$ cat config.mk
export PLATFORM = sky130hd
export DESIGN_NAME = button_classifier
export DESIGN_NICKNAME = d
export VERILOG_FILES = /design/src/rtl/button_classifier.sv
export SDC_FILE = /design/constraint.sdc
export NUM_CORES = 1
export LEC_CHECK = 0
export ABC_CLOCK_PERIOD_IN_PS = 5400
export CAP_MARGIN = 15
export CORE_MARGIN = 3
export CORE_UTILIZATION = 65
export DETAILED_ROUTE_END_ITERATION = 10
export PLACE_DENSITY = 0.83
export SKIP_CTS_REPAIR_TIMING = 1
export SLEW_MARGIN = 20
export SYNTH_ARGS = -nofsm -noshare
export SYNTH_HDL_FRONTEND = slang
export SYNTH_SLANG_ARGS = --single-unit
$ cat constraint.sdc
create_clock -name clk -period 5.4 [get_ports clk]
set_input_delay 0.81 -clock clk [delete_from_list [all_inputs] [get_ports clk]]
set_output_delay 0.81 -clock clk [all_outputs]
set_load 0.01 [all_outputs]
$ cat src/rtl/button_classifier.sv
// Push-button front end: synchronises and debounces a raw, bouncy button pin,
// then classifies each debounced press as short or long. Each press produces
// exactly one single-cycle event on buttonState (1 = short, 2 = long).
//
// state     | meaning
// ----------+------------------------------------------------------------
// IDLE      | button released, waiting for a debounced press
// PRESSED   | press in progress, hold_cnt measuring the hold time
// LONG_WAIT | long event already emitted, waiting silently for release
module button_classifier #(
  parameter int DEBOUNCE_CYCLES = 1_000_000,
  parameter int LONG_CYCLES     = 50_000_000,
  parameter bit BTN_ACTIVE_LOW  = 1'b1
) (
  input  logic       clk,
  input  logic       reset,
  input  logic       btn_raw,
  output logic [1:0] buttonState,
  output logic       btn_level
);

  // A debounce window of one cycle would give a zero-width counter.
  localparam int DEB_W  = (DEBOUNCE_CYCLES > 1) ? $clog2(DEBOUNCE_CYCLES) : 1;
  localparam int HOLD_W = $clog2(LONG_CYCLES);

  localparam logic [DEB_W-1:0]  DEB_LAST     = DEB_W'(DEBOUNCE_CYCLES - 1);
  localparam logic [HOLD_W-1:0] HOLD_LAST    = HOLD_W'(LONG_CYCLES - 1);
  localparam logic [HOLD_W-1:0] HOLD_MAX     = '1;
  localparam logic              RAW_RELEASED = BTN_ACTIVE_LOW ? 1'b1 : 1'b0;

  localparam logic [1:0] EV_IDLE  = 2'd0;
  localparam logic [1:0] EV_SHORT = 2'd1;
  localparam logic [1:0] EV_LONG  = 2'd2;

  typedef enum logic [1:0] {
    S_IDLE      = 2'd0,
    S_PRESSED   = 2'd1,
    S_LONG_WAIT = 2'd2
  } state_t;

  logic              raw_meta;
  logic              raw_sync;
  logic              sync;
  logic [DEB_W-1:0]  deb_cnt;
  logic [HOLD_W-1:0] hold_cnt;
  state_t            state;

  // Two-flop synchroniser. The flops hold the pin in its raw polarity so they
  // can reset to the released pin level; the polarity inversion is a pure
  // wire on the output, so timing is identical to synchronising the
  // normalised signal.
  always_ff @(posedge clk or negedge reset) begin
    if (!reset) begin
      raw_meta <= RAW_RELEASED;
      raw_sync <= RAW_RELEASED;
    end else begin
      raw_meta <= btn_raw;
      raw_sync <= raw_meta;
    end
  end

  assign sync = BTN_ACTIVE_LOW ? ~raw_sync : raw_sync;

  // Debouncer: accept a new level only after DEBOUNCE_CYCLES consecutive
  // cycles of disagreement; any agreeing cycle restarts the count.
  always_ff @(posedge clk or negedge reset) begin
    if (!reset) begin
      deb_cnt   <= '0;
      btn_level <= 1'b0;
    end else if (sync != btn_level) begin
      if (deb_cnt == DEB_LAST) begin
        btn_level <= sync;
        deb_cnt   <= '0;
      end else begin
        deb_cnt <= deb_cnt + DEB_W'(1);
      end
    end else begin
      deb_cnt <= '0;
    end
  end

  // Press classifier with registered single-cycle event output. Release is
  // tested before the long threshold so a release on the threshold cycle
  // still counts as short.
  always_ff @(posedge clk or negedge reset) begin
    if (!reset) begin
      state       <= S_IDLE;
      hold_cnt    <= '0;
      buttonState <= EV_IDLE;
    end else begin
      buttonState <= EV_IDLE;
      case (state)
        S_IDLE: begin
          if (btn_level) begin
            state    <= S_PRESSED;
            hold_cnt <= '0;
          end
        end
        S_PRESSED: begin
          if (hold_cnt != HOLD_MAX) begin
            hold_cnt <= hold_cnt + HOLD_W'(1);
          end
          if (!btn_level) begin
            buttonState <= EV_SHORT;
            state       <= S_IDLE;
          end else if (hold_cnt == HOLD_LAST) begin
            buttonState <= EV_LONG;
            state       <= S_LONG_WAIT;
          end
        end
        S_LONG_WAIT: begin
          if (!btn_level) begin
            state <= S_IDLE;
          end
        end
        default: begin
          state <= S_IDLE;
        end
      endcase
    end
  end

endmodule
* Word-level counts from Yosys, hierarchy flattened
Index checks and enable logic that the tools add are counted.
** Operators by class
- $add $sub $neg :: 2
- Equal/unequal tests :: 10
- Muxes and demuxes :: 13
- Bitwise logic cells :: 1
- Reductions and logical operators :: 5
** Operators with widths (number)
- $mux W26 :: 2
- $pmux W26 S2 :: 1
- $mux W20 :: 2
- $add A26 B1 Y26 const B :: 1
- $eq A26 B26 Y1 const B :: 1
- $ne A26 B26 Y1 const B :: 1
- $add A20 B1 Y20 const B :: 1
- $eq A20 B20 Y1 const B :: 1
- $mux W2 :: 7
- $ne A2 B2 Y1 const B :: 3
- $pmux W2 S3 :: 1
- $reduce_and A3 Y1 :: 2
- $ne A3 B3 Y1 const B :: 1
- $eq A2 B1 Y1 const B :: 1
- $eq A2 B2 Y1 const B :: 1
- $logic_not A2 Y1 :: 1
- $reduce_and A2 Y1 :: 1
- $reduce_bool A2 Y1 :: 1
- $ne A1 B1 Y1 :: 1
- $not A1 Y1 :: 1
** Storage, ports and cells
- Flip-flop bits (word level) :: 53
- Input bits :: 3
- Output and inout port bits :: 3
- Logic and storage cells :: 38

* Longest topological paths before layout
Gate-level depths: netlist of the first run.
- Depth in word-level cells :: 4
- Gate-level depth with buffers :: 7
- Depth with buffers taken out :: 6

* Least setup slack after synthesis of the first run
OpenSTA, ideal clock, no wires.
- Kind :: reg2reg
- From :: register hold_cnt[0]
- To :: register hold_cnt[19]
- Setup time :: 0.137 ns
- Arrival time :: 1.780 ns
- Path slack :: 3.483 ns
- Stages on the path, launching flop included :: 8
- Cells stage by stage :: dfrtp_1 -> ha_1 -> nand3_1 -> nor4_4 -> a31oi_4 -> buf_6 -> a31oi_1 -> a31oi_1
** Between the ends
- Cells in the longest elaborated chain, start to end :: 3
** RTL lines
- start, declared :: line 45 : logic [HOLD_W-1:0] hold_cnt;
- start signal, assigned :: line 101 : hold_cnt <= hold_cnt + HOLD_W'(1);
- $add A26 B1 Y26 or $ne A26 B26 Y1 (tied branches) :: line 101, 100
- $mux W26 or $ne A2 B2 Y1 (tied branches)
- $pmux W26 S2 or $reduce_and A3 Y1 (tied branches)
Several ways; a longest one is shown, not always the timed one. The select of a mux whose other input is x is not followed.
A chain may end at the register's enable or synchronous reset.

* Worst setup path after layout of the first run
- From :: register hold_cnt[0]
- To :: register hold_cnt[22]
Same word-level chain as after synthesis.

==> results by group, run 1 <==
Setup path
  – RR Startpoint: hold_cnt[0]
  – CP Capture Type: register
  – Worst path required time: 5610 ps
  – Crit-path leading delay family: simple AND/OR/NAND/NOR gates
  – FF-to-FF path depth: 6
  – Slowest cell delay on critical path: 600 ps
  – CP arrival: 2510 ps
  – CP Launch Type: register
  – Reg2reg end: hold_cnt[22]
  – Crit Path Max Fanout: 23
  – Worst Path Buf+Inv: 0
  – CP max stage cell: nor4_4
  – Setup CP Type: register to register
  – Reg2Reg Setup Slack: 3090 ps
  – Critical-path cell list: ha_1 -> nand3_1 -> nor4_4 -> a31oi_4 -> o21a_1 -> o22a_1

Pwr
  – Overall power: 0.683 mW
  – Pwr/cell area: 231 mW/mm^2
  – Leakage: 1.22 nW
  – Worst vdd ir: 0.134 mV

CTS
  – Worst-case clock buffer depth: 2
  – CTS Buf Count: 5
  – Clock transition at path regs: 100 ps
  – Clk sinks: 53
  – CTS Root Cell: clkbuf_8
  – Clock Latency Late Sink: 310 ps
  – CTS tree: done
  – CTS H-Tree Depth: 2

GRT
  – Largest net degree at the start of global routing: 54
  – Global-route wire length before repair: 9660 um
  – Initial antenna violation count: 0
  – GRT Util Overall: 23.5%
  – GRT Residual Overflow: 0
  – Number of global-route vias before repair: 2120

Timing
  – Final Cycle Share: 42.7%
  – Final setup viols: 0
  – Setup TNS: 0 ps
  – Maximum achievable frequency: 433 MHz
  – Worst Tran Pin Value: 1000 ps
  – Clock period minus final worst setup slack: 2310 ps
  – Pins Over Slew Limit: 0
  – Final Skew: 14.4 ps
  – Slew headroom: 32.7%
  – RSZ-0062 raised after global routing: false
  – Final count of hold timing violations: 0

Routing
  – WL final: 5500 um
  – DRT iter0 DRCs: 169
  – Residual DRC count: 0
  – Drt via density: 6.41
  – DRT antenna net count: 0
  – Drt wl/cell: 15.6 um
  – Pre-antenna DRT Iters: 5
  – Via count: 2261

Outcome
  – Status: finished clean

Logic synthesis
  – Cell variety after synth: 45
  – #FFs+latches synth: 53
  – Syn avg cell area: 9.38 um^2
  – Synth Warn #: 0
  – Synth Net Count: 306
  – Post-Syn Area: 0.00282 mm^2
  – Sequential cell area fraction in the yosys report: 47.2%
  – Synthesized instance count: 300

Place
  – HPWL after detailed placement: 3570 um
  – DP Cell Count: 345
  – IO buf count: 5
  – Routability Congestion: 0.806

Die
  – Initial core utilization: 68.9%
  – Full die area: 0.00516 mm^2
  – Row count: 23
  – Core Area: 0.00409 mm^2
  – Chip height: 71.8 um
  – Ports: 6
  – Width of the die: 71.8 um

Min path
  – Hold path cells: 0
  – Hold Path Origin: raw_meta
  – Hold WC Path Type: register to register
  – Hold EP: raw_sync

Job
  – Max Cap Violations: 0

Layout
  – Layout Nets: 308
  – Non-Filler Instances: 353
  – Area growth syn-to-layout: 5.29%
  – Commonest non-fill, non-tap cell in the layout: dfrtp_1
  – Most frequent cells in the layout: 51 x dfrtp_1, 39 x nor2_1, 29 x o21ai_0
  – Layout cells sized above 1: 7.59%
  – # diodes: 0
metrics by stage:
| stage | util, % | setup slack (ps) | hold slack, ps | cell area [um^2] |
|---|---|---|---|---|
| 2_1_floorplan | - | 3480 | 345 | 2820 |
| 3_3_place_gp | 69.8 | 3230 | 346 | 2850 |
| 3_5_place_dp | 69.8 | 3140 | 347 | 2850 |
| 4_1_cts | 72.5 | 3110 | 361 | 2960 |
| 5_1_grt | 72.5 | 2910 | 365 | 2960 |
| 6_report | 72.5 | 3090 | 360 | 2960 |
cells by family (layout without fill, tap and decap cells):
kind of cell	Yosys count	after routing	share of synthesized area, %
adder cells (fa/ha/maj)	3	3	1.33
XOR/XNOR	19	19	5.91
multiplexers	2	2	0.756
AND/OR/NAND/NOR	144	144	27.4
AO/OA/AOI/OAI	60	60	13.6
buffers and inverters	19	22	3.82
flip-flops	53	53	47.2
routing by layer:
layer  global-route usage, %  wire length (um)
met5                       0                 0
met4                    9.81               109
met3                    5.47               240
met2                    35.0              2450
met1                    33.2              2700
power breakdown:
| part | leakage [nW] | switching, mW | internal [mW] | total (mW) |
|---|---|---|---|---|
| Clock | 0.0554 | 0.127 | 0.139 | 0.266 |
| Combinational | 0.433 | 0.0118 | 0.00365 | 0.0155 |
| Sequential | 0.731 | 0.00214 | 0.400 | 0.402 |
| Total | 1.22 | 0.141 | 0.543 | 0.683 |
Yosys cell counts (all sizes together):
cell type,n,area (um^2)
mux2i,1,10.0
dfstp,2,52.6
nand4,22,159
or3,4,26.3
inv,8,30.0
nand2b,1,6.26
xor2,10,87.6
a21oi,5,25.0
or2,1,6.26
o31ai,4,30.0
xnor2,9,78.8
and4,1,8.76
or4,1,7.51
nor2,39,146
nor3b,2,15.0
a22o,1,8.76
mux2,1,11.3
nor3,9,50.1
nand3b,1,7.51
buf,9,70.1
nand2,25,93.8
dfrtp,51,1280
o31a,1,8.76
a31o,2,35.0
o22a,1,8.76
ha,3,37.5
clkbuf,2,7.51
and3,5,31.3
o21bai,1,7.51
o21a,1,7.51
nor4,8,80.1
a31oi,11,83.8
o21ai,32,160
o211ai,1,7.51
nand3,23,120
nor2b,2,12.5
registers in the layout (all words and copies together) (netlist names):
register	cells
hold_cnt	26
raw_meta	1
btn_level	1
raw_sync	1
buttonState	2
deb_cnt	20
state	2
worst max-delay path by stage:
stage,start,end,slack [ps],depth (start not counted)
2_1_floorplan,hold_cnt[0],hold_cnt[19],3480,7
3_3_place_gp,hold_cnt[0],hold_cnt[22],3230,6
3_5_place_dp,hold_cnt[0],hold_cnt[22],3140,6
4_1_cts,hold_cnt[0],hold_cnt[22],3110,6
5_1_grt,hold_cnt[1],hold_cnt[22],2910,6
6_report,hold_cnt[0],hold_cnt[22],3090,6
final cells by class:
| cell class | instances | area [um^2] |
|---|---|---|
| Inverter | 8 | 30.0 |
| Tap cell | 50 | 62.6 |
| Fill cell | 313 | 1120 |
| Timing Repair Buffer | 6 | 52.6 |
| Sequential cell | 53 | 1330 |
| Multi-Input combinational cell | 228 | 1380 |
| Clock buffer | 6 | 72.6 |
| Clock inverter | 2 | 38.8 |
(Power assumes the default switching activity.)
==> run 2, diff against run 1 <==
- ABC_CLOCK_PERIOD_IN_PS: 5400 -> 1970
- CORE_UTILIZATION: 65 -> 56
- PLACE_DENSITY: 0.83 -> 0.76
- clock period: 5.4 -> 1.97 ns (I/O delays scaled with it)
==> results by group, run 2 (synthesis results as in run 1) <==
Die
  – Ports: 6 (unchanged)
  – Core Area: 0.00479 mm^2 (+17%)
  – Row count: 25 (+8.7%)
  – Width of the die: 76.9 um (+7.1%)
  – Chip height: 76.9 um (+7.1%)
  – Initial core utilization: 58.8% (-10 points)
  – Full die area: 0.00591 mm^2 (+15%)

GRT
  – GRT Util Overall: 21.0% (-2.6 points)
  – GRT Residual Overflow: 0 (unchanged)
  – Number of global-route vias before repair: 2193 (+3.4%)
  – Largest net degree at the start of global routing: 54 (unchanged)
  – Global-route wire length before repair: 10100 um (+4.6%)
  – Initial antenna violation count: 0 (unchanged)

Place
  – Dpl ws: 34.8 ps (-3100 ps)
  – HPWL after detailed placement: 3920 um (+9.8%)
  – DP Cell Count: 383 (+11%)
  – IO buf count: 5 (unchanged)
  – Routability Congestion: 0.901 (+12%)

Pwr
  – Reg power frac: 61.7% (+2.9 points)
  – Leakage: 1.34 nW (+9.8%)
  – Combinational Power Share: 2.9% (+0.6 points)
  – Clk pwr share: 35.5% (-3.4 points)
  – Sw Ratio: 23.3% (+2.7 points)
  – Pwr/cell area: 559 mW/mm^2 (+140%)
  – Internal cell power: 1.37 mW (+150%)
  – NetSw: 0.415 mW (+200%)
  – Worst vdd ir: 0.397 mV (+200%)

CTS
  – CTS Buf Count: 5 (unchanged)
  – CTS tree: done
  – Clock transition at path regs: 100 ps (about the same)
  – Clock Latency Late Sink: 310 ps (about the same)
  – Worst-case clock buffer depth: 2 (unchanged)
  – CTS H-Tree Depth: 2 (unchanged)
  – Clk sinks: 53 (unchanged)
  – CTS Root Cell: clkbuf_8

Layout
  – Area growth syn-to-layout: 13.4%
  – Max reg flops: 26 (unchanged)
  – # diodes: 0 (unchanged)
  – Non-Filler Instances: 395 (+12%)
  – Layout Nets: 333 (+8.1%)
  – Layout cells sized above 1: 15.9% (+8.3 points)
  – Final core occ: 66.7% (-5.8 points)
  – Commonest non-fill, non-tap cell in the layout: dfrtp_1
  – Top flop regs: hold_cnt (26), deb_cnt (20)
  – Most frequent cells in the layout: 50 x dfrtp_1, 38 x nor2_1, 29 x o21ai_0
  – Reg with most FFs: hold_cnt

Setup path
  – CP Capture Type: register
  – Worst path required time: 2160 ps (-3450 ps)
  – Most frequent CP cell: a31oi_1
  – CP arrival: 2090 ps (-420 ps)
  – Critical-path cell list: nand4_1 -> nor4_4 -> buf_4 -> a31oi_4 -> a31oi_1 -> a31oi_1
  – Setup CP Type: register to register
  – CP max stage cell: nor4_4
  – Crit Path Max Fanout: 12 (-48%)
  – Slowest cell delay on critical path: 450 ps (-150 ps)
  – FF-to-FF path depth: 6 (unchanged)
  – CP Launch Type: register

Routing
  – WL final: 6110 um (+11%)
  – Via count: 2388 (+5.6%)
  – Drt wl/cell: 15.5 um (-0.78%)
  – Drt via density: 6.05 (-5.6%)
  – DRT antenna net count: 0 (unchanged)
  – Residual DRC count: 0 (unchanged)
  – Pre-antenna DRT Iters: 4 (-1)
  – DRT iter0 DRCs: 150 (-11%)

Timing
  – Maximum achievable frequency: 525 MHz (+21%)
  – RSZ-0062 raised after global routing: false
  – Hold WS: 92.9 ps (-268 ps)
  – Final setup viols: 0 (unchanged)
  – Clock period minus final worst setup slack: 1900 ps (-404 ps)
  – Final Skew: 8.12 ps (-6.30 ps)
  – Fin worst setup slack: 66.8 ps (-3030 ps)
  – Pins Over Slew Limit: 0 (unchanged)
  – Setup TNS: 0 ps (unchanged)
  – Final Cycle Share: 96.6% (+54 points)
  – Slew headroom: 55.7% (+23 points)
  – Final count of hold timing violations: 0 (unchanged)
  – Worst Tran Pin Value: 665 ps (-336 ps)

Outcome
  – Status: finished clean

Min path
  – Hold WC Path Type: input port to async pin

Job
  – Max Cap Violations: 0 (unchanged)
## run 2: cell types whose count changed in the layout (fill, tap and decap cells not counted), sizes merged
cell / before / now
a31o: 2 / 3
a31oi: 11 / 12
buf: 2 / 25
bufinv: 1 / 0
clkbuf: 6 / 5
clkinvlp: 0 / 1
inv: 8 / 9
## run 2: layer usage
layer	up-vias	routed length [um]	global-route usage [%]
li1	1145	-	-
met1	1147	2740	28.0
met2	86	2890	34.1
met3	10	374	3.76
met4	0	107	7.61
met5	-	0	0
## run 2: per-stage QoR
step / total power, mW / cell area [um^2]
after floorplan: 1.14 / 2820
after global placement: 1.18 / 3040
after detailed placement: 1.18 / 3040
after CTS: 1.81 / 3140
after global routing: 1.85 / 3190
final: 1.78 / 3190
## run 2: final cells by class
type                            count  area [um^2]
Fill cell                         381         1590
Multi-Input combinational cell    230         1420
Sequential cell                    53         1330
Timing Repair Buffer               29          238
Tap cell                           67         83.8
Clock buffer                        5         68.8
Inverter                            8         30.0
Clock inverter                      3         25.0
## run 2: power by group through the flow
stage	Combinational, mW	Clock, mW	Sequential (mW)
after global placement	0.0536	0	1.12
after CTS	0.0540	0.653	1.10
after detailed placement	0.0539	0	1.12
after global routing	0.0591	0.692	1.10
final	0.0516	0.633	1.10
after floorplan	0.0166	0	1.12
## run 2: worst paths after layout
check / end / slack, ps / from
max reg2reg: hold_cnt[20] / 70 / hold_cnt[14]
min reg2reg: raw_sync / 360 / raw_meta
max in group asynchronous: hold_cnt[14] / 1410 / reset
min: deb_cnt[5] / 90 / reset
max: hold_cnt[20] / 70 / hold_cnt[14]
min in group clk: raw_sync / 360 / raw_meta
## run 2: critical path: cells and delay by family, from the launching register on
kind                   cells  cell delay, ps
buffers and inverters      1             190
DFF                        1             440
AOI/OAI and AO/OA          3             490
and+or+nand+nor            2             660
==> RTL edit, RTL diff (settings of run 2) <==
`DEBOUNCE_CYCLES`: 1_000_000 -> 4_000_000.
--- a/src/rtl/button_classifier.sv
+++ b/src/rtl/button_classifier.sv
@@ -9,5 +9,5 @@
 // LONG_WAIT | long event already emitted, waiting silently for release
 module button_classifier #(
-  parameter int DEBOUNCE_CYCLES = 1_000_000,
+  parameter int DEBOUNCE_CYCLES = 4_000_000,
   parameter int LONG_CYCLES     = 50_000_000,
   parameter bit BTN_ACTIVE_LOW  = 1'b1
Check against the original RTL: same outputs for any inputs over 10 cycles, from zero or initial values and one cycle with reset low; that may be too few to reach the edited logic, so the function may still have changed.
==> RTL edit against run 2 <==
Sequential cell count rose by 2. Design area increased by 4.3%. Routed wire length grew 2.3%. Synthesized area up 2.6%. Sequential share of layout area fell by 0.22 points. Power rose by 5.5%. Via count up 1.0%. Synthesized cell count rose by 3.0%. Setup slack improved by 0.030 ns. Largest power group unchanged.
==> RTL edit: results (changes against run 2) <==
Run status
  • Status: finished clean

Critical path
  • Worst-path maximum fanout: 7 (-5)
  • Worst r2r src: hold_cnt[10]$_DFFE_PN0P_
  • WP data arrival: 2.07 ns (-0.02 ns)
  • Slowest stage cell, crit path: dfrtp_1
  • Crit-path max cell delay: 0.48 ns (+0.03 ns)
  • Length in cells of the worst reg-to-reg path: 5 (-1)
  • Critical path class: flop to flop

Layout
  • Layout cell share with drive strength beyond 1: 0.163 (+0.00467)
  • Largest regs: hold_cnt: 26 flops, deb_cnt: 22 flops
  • Diode count: 0 (unchanged)
  • Nets: 342 (+2.7%)

Global route
  • M1 GR Usage: 0.339 (+0.0585)
  • Met3 Use GR: 0.0487 (+0.0112)
  • Largest net degree at the start of global routing: 25 (-54%)
  • GRT Util Overall: 0.227 (+0.0174)
  • Initial antenna violation count: 0 (unchanged)
  • GRT met2 Usage: 0.333 (-0.00842)
  • Global-route wire length before repair: 10.9 mm (+8.1%)
  • Vias in the first global route: 2,252 (+2.7%)

Routing
  • Met2 WL post-DR: 2.77 mm (-4.3%)
  • Metal3 WL: 396 µm (+5.9%)
  • Via density: 5.97 (-1.2%)
  • Drt first-iter violations: 227 (+51%)
  • Router iterations before antenna repair: 5 (+1)
  • WL met1: 3.02 mm (+10%)
  • DR top layer: met4
  • WL/cell: 15.5 µm (about the same)

Placement
  • Final GP Congestion: 0.921 (+2.2%)
  • Area after DPL: 3170 µm² (+4.1%)
  • Hpwl dp: 4.40 mm (+12%)
  • PortBufs: 5 (unchanged)
  • Dpl ws: 0.0172 ns (-0.0177 ns)

Synth
  • Post-synthesis cell type count: 47 (+4.4%)
  • Syn nets: 315 (+2.9%)
  • Sequential-to-total area share from yosys stat: 0.477 (+0.00547)
  • Most used DFF post-synth: dfrtp_1
  • Number of synthesized flops with an enable pin: 0 (unchanged)
  • Top post-synthesis cells by count: 53 x dfrtp_1, 37 x nor2_1, 27 x nand2_1
  • Synth async-reset ratio: 1.00 (unchanged)
  • Synth top area cells: dfrtp_1 46%, nor2_1 4.8%, xnor2_1 4.2%, nand2_1 3.5%, a21oi_1 3.3%

Power and ir drop
  • Max IR drop VDD: 0.597 mV (+50%)
  • Lkg Pwr: 1.40 nW (+4.4%)

Hold path
  • Min-Delay Path Class: flop to flop
  • Hold Path Depth: 0

STA
  • Skew final: 0.0122 ns (+0.00410 ns)
  • Worst Tran Pin Value: 0.498 ns (-0.167 ns)

CTS
  • CTS clock-pin slew for the worst setup and hold paths: 0.10 ns (about the same)
  • Maximum clock insertion buffer count: 2 (unchanged)
  • Worst skew pair latency: 0.32 ns
  • H-tree depth: 2 (unchanged)
  • Clock root cell: clkbuf_8
  • TritonCTS Buffers: 5 (unchanged)
## RTL edit: final timing paths
check | endpoint | slack [ns]
worst max-delay path | hold_cnt[19]$_DFFE_PN0P_ | 0.1
worst min-delay path | raw_sync$_DFF_PN1_ | 0.36
worst max register to register | hold_cnt[19]$_DFFE_PN0P_ | 0.1
worst min register to register | raw_sync$_DFF_PN1_ | 0.36
max in group asynchronous | hold_cnt[9]$_DFFE_PN0P_ | 0.92
min in group asynchronous | deb_cnt[16]$_DFF_PN0_ | 0.40
## RTL edit: final cells by class
class | instances | area (µm²)
clock buffers | 6 | 82.6
clock inverters | 2 | 17.5
fillers | 392 | 1520
inverters | 9 | 33.8
multi-input cells | 233 | 1450
flip-flops and latches | 55 | 1380
well taps | 67 | 83.8
repair buffers | 32 | 279
## RTL edit: kinds of logic (layout without fill, tap and decap cells)
| family | after synthesis | after routing | synth area share |
|---|---|---|---|
| muxes | 4 | 4 | 0.0143 |
| and+or+nand+nor | 144 | 144 | 0.268 |
| xor gates and xnor gates | 20 | 20 | 0.0607 |
| AOI/OAI and AO/OA | 62 | 62 | 0.135 |
| buffers and inverters | 21 | 49 | 0.0316 |
| DFF | 55 | 55 | 0.477 |
| adders and majority gates | 3 | 3 | 0.0130 |
## RTL edit: per-stage QoR
step / utilization / std cells / TNS, ns / hold WS (ns)
floorplan: - / 309 / 0 / -0.0000911
global placement: 0.653 / 393 / 0 / 0.211
detailed placement: 0.653 / 393 / 0 / 0.224
global route: 0.687 / 404 / -0.0226 / 0.371
finish: 0.687 / 404 / 0 / 0.362
CTS: 0.674 / 401 / 0 / -0.130
## RTL edit: report_power, final
group | switching, W | internal, W
Clock | 0.000389 | 0.000295
Combinational | 0.0000368 | 0.0000193
Sequential | 0.00000583 | 0.00114
Total | 0.000432 | 0.00145
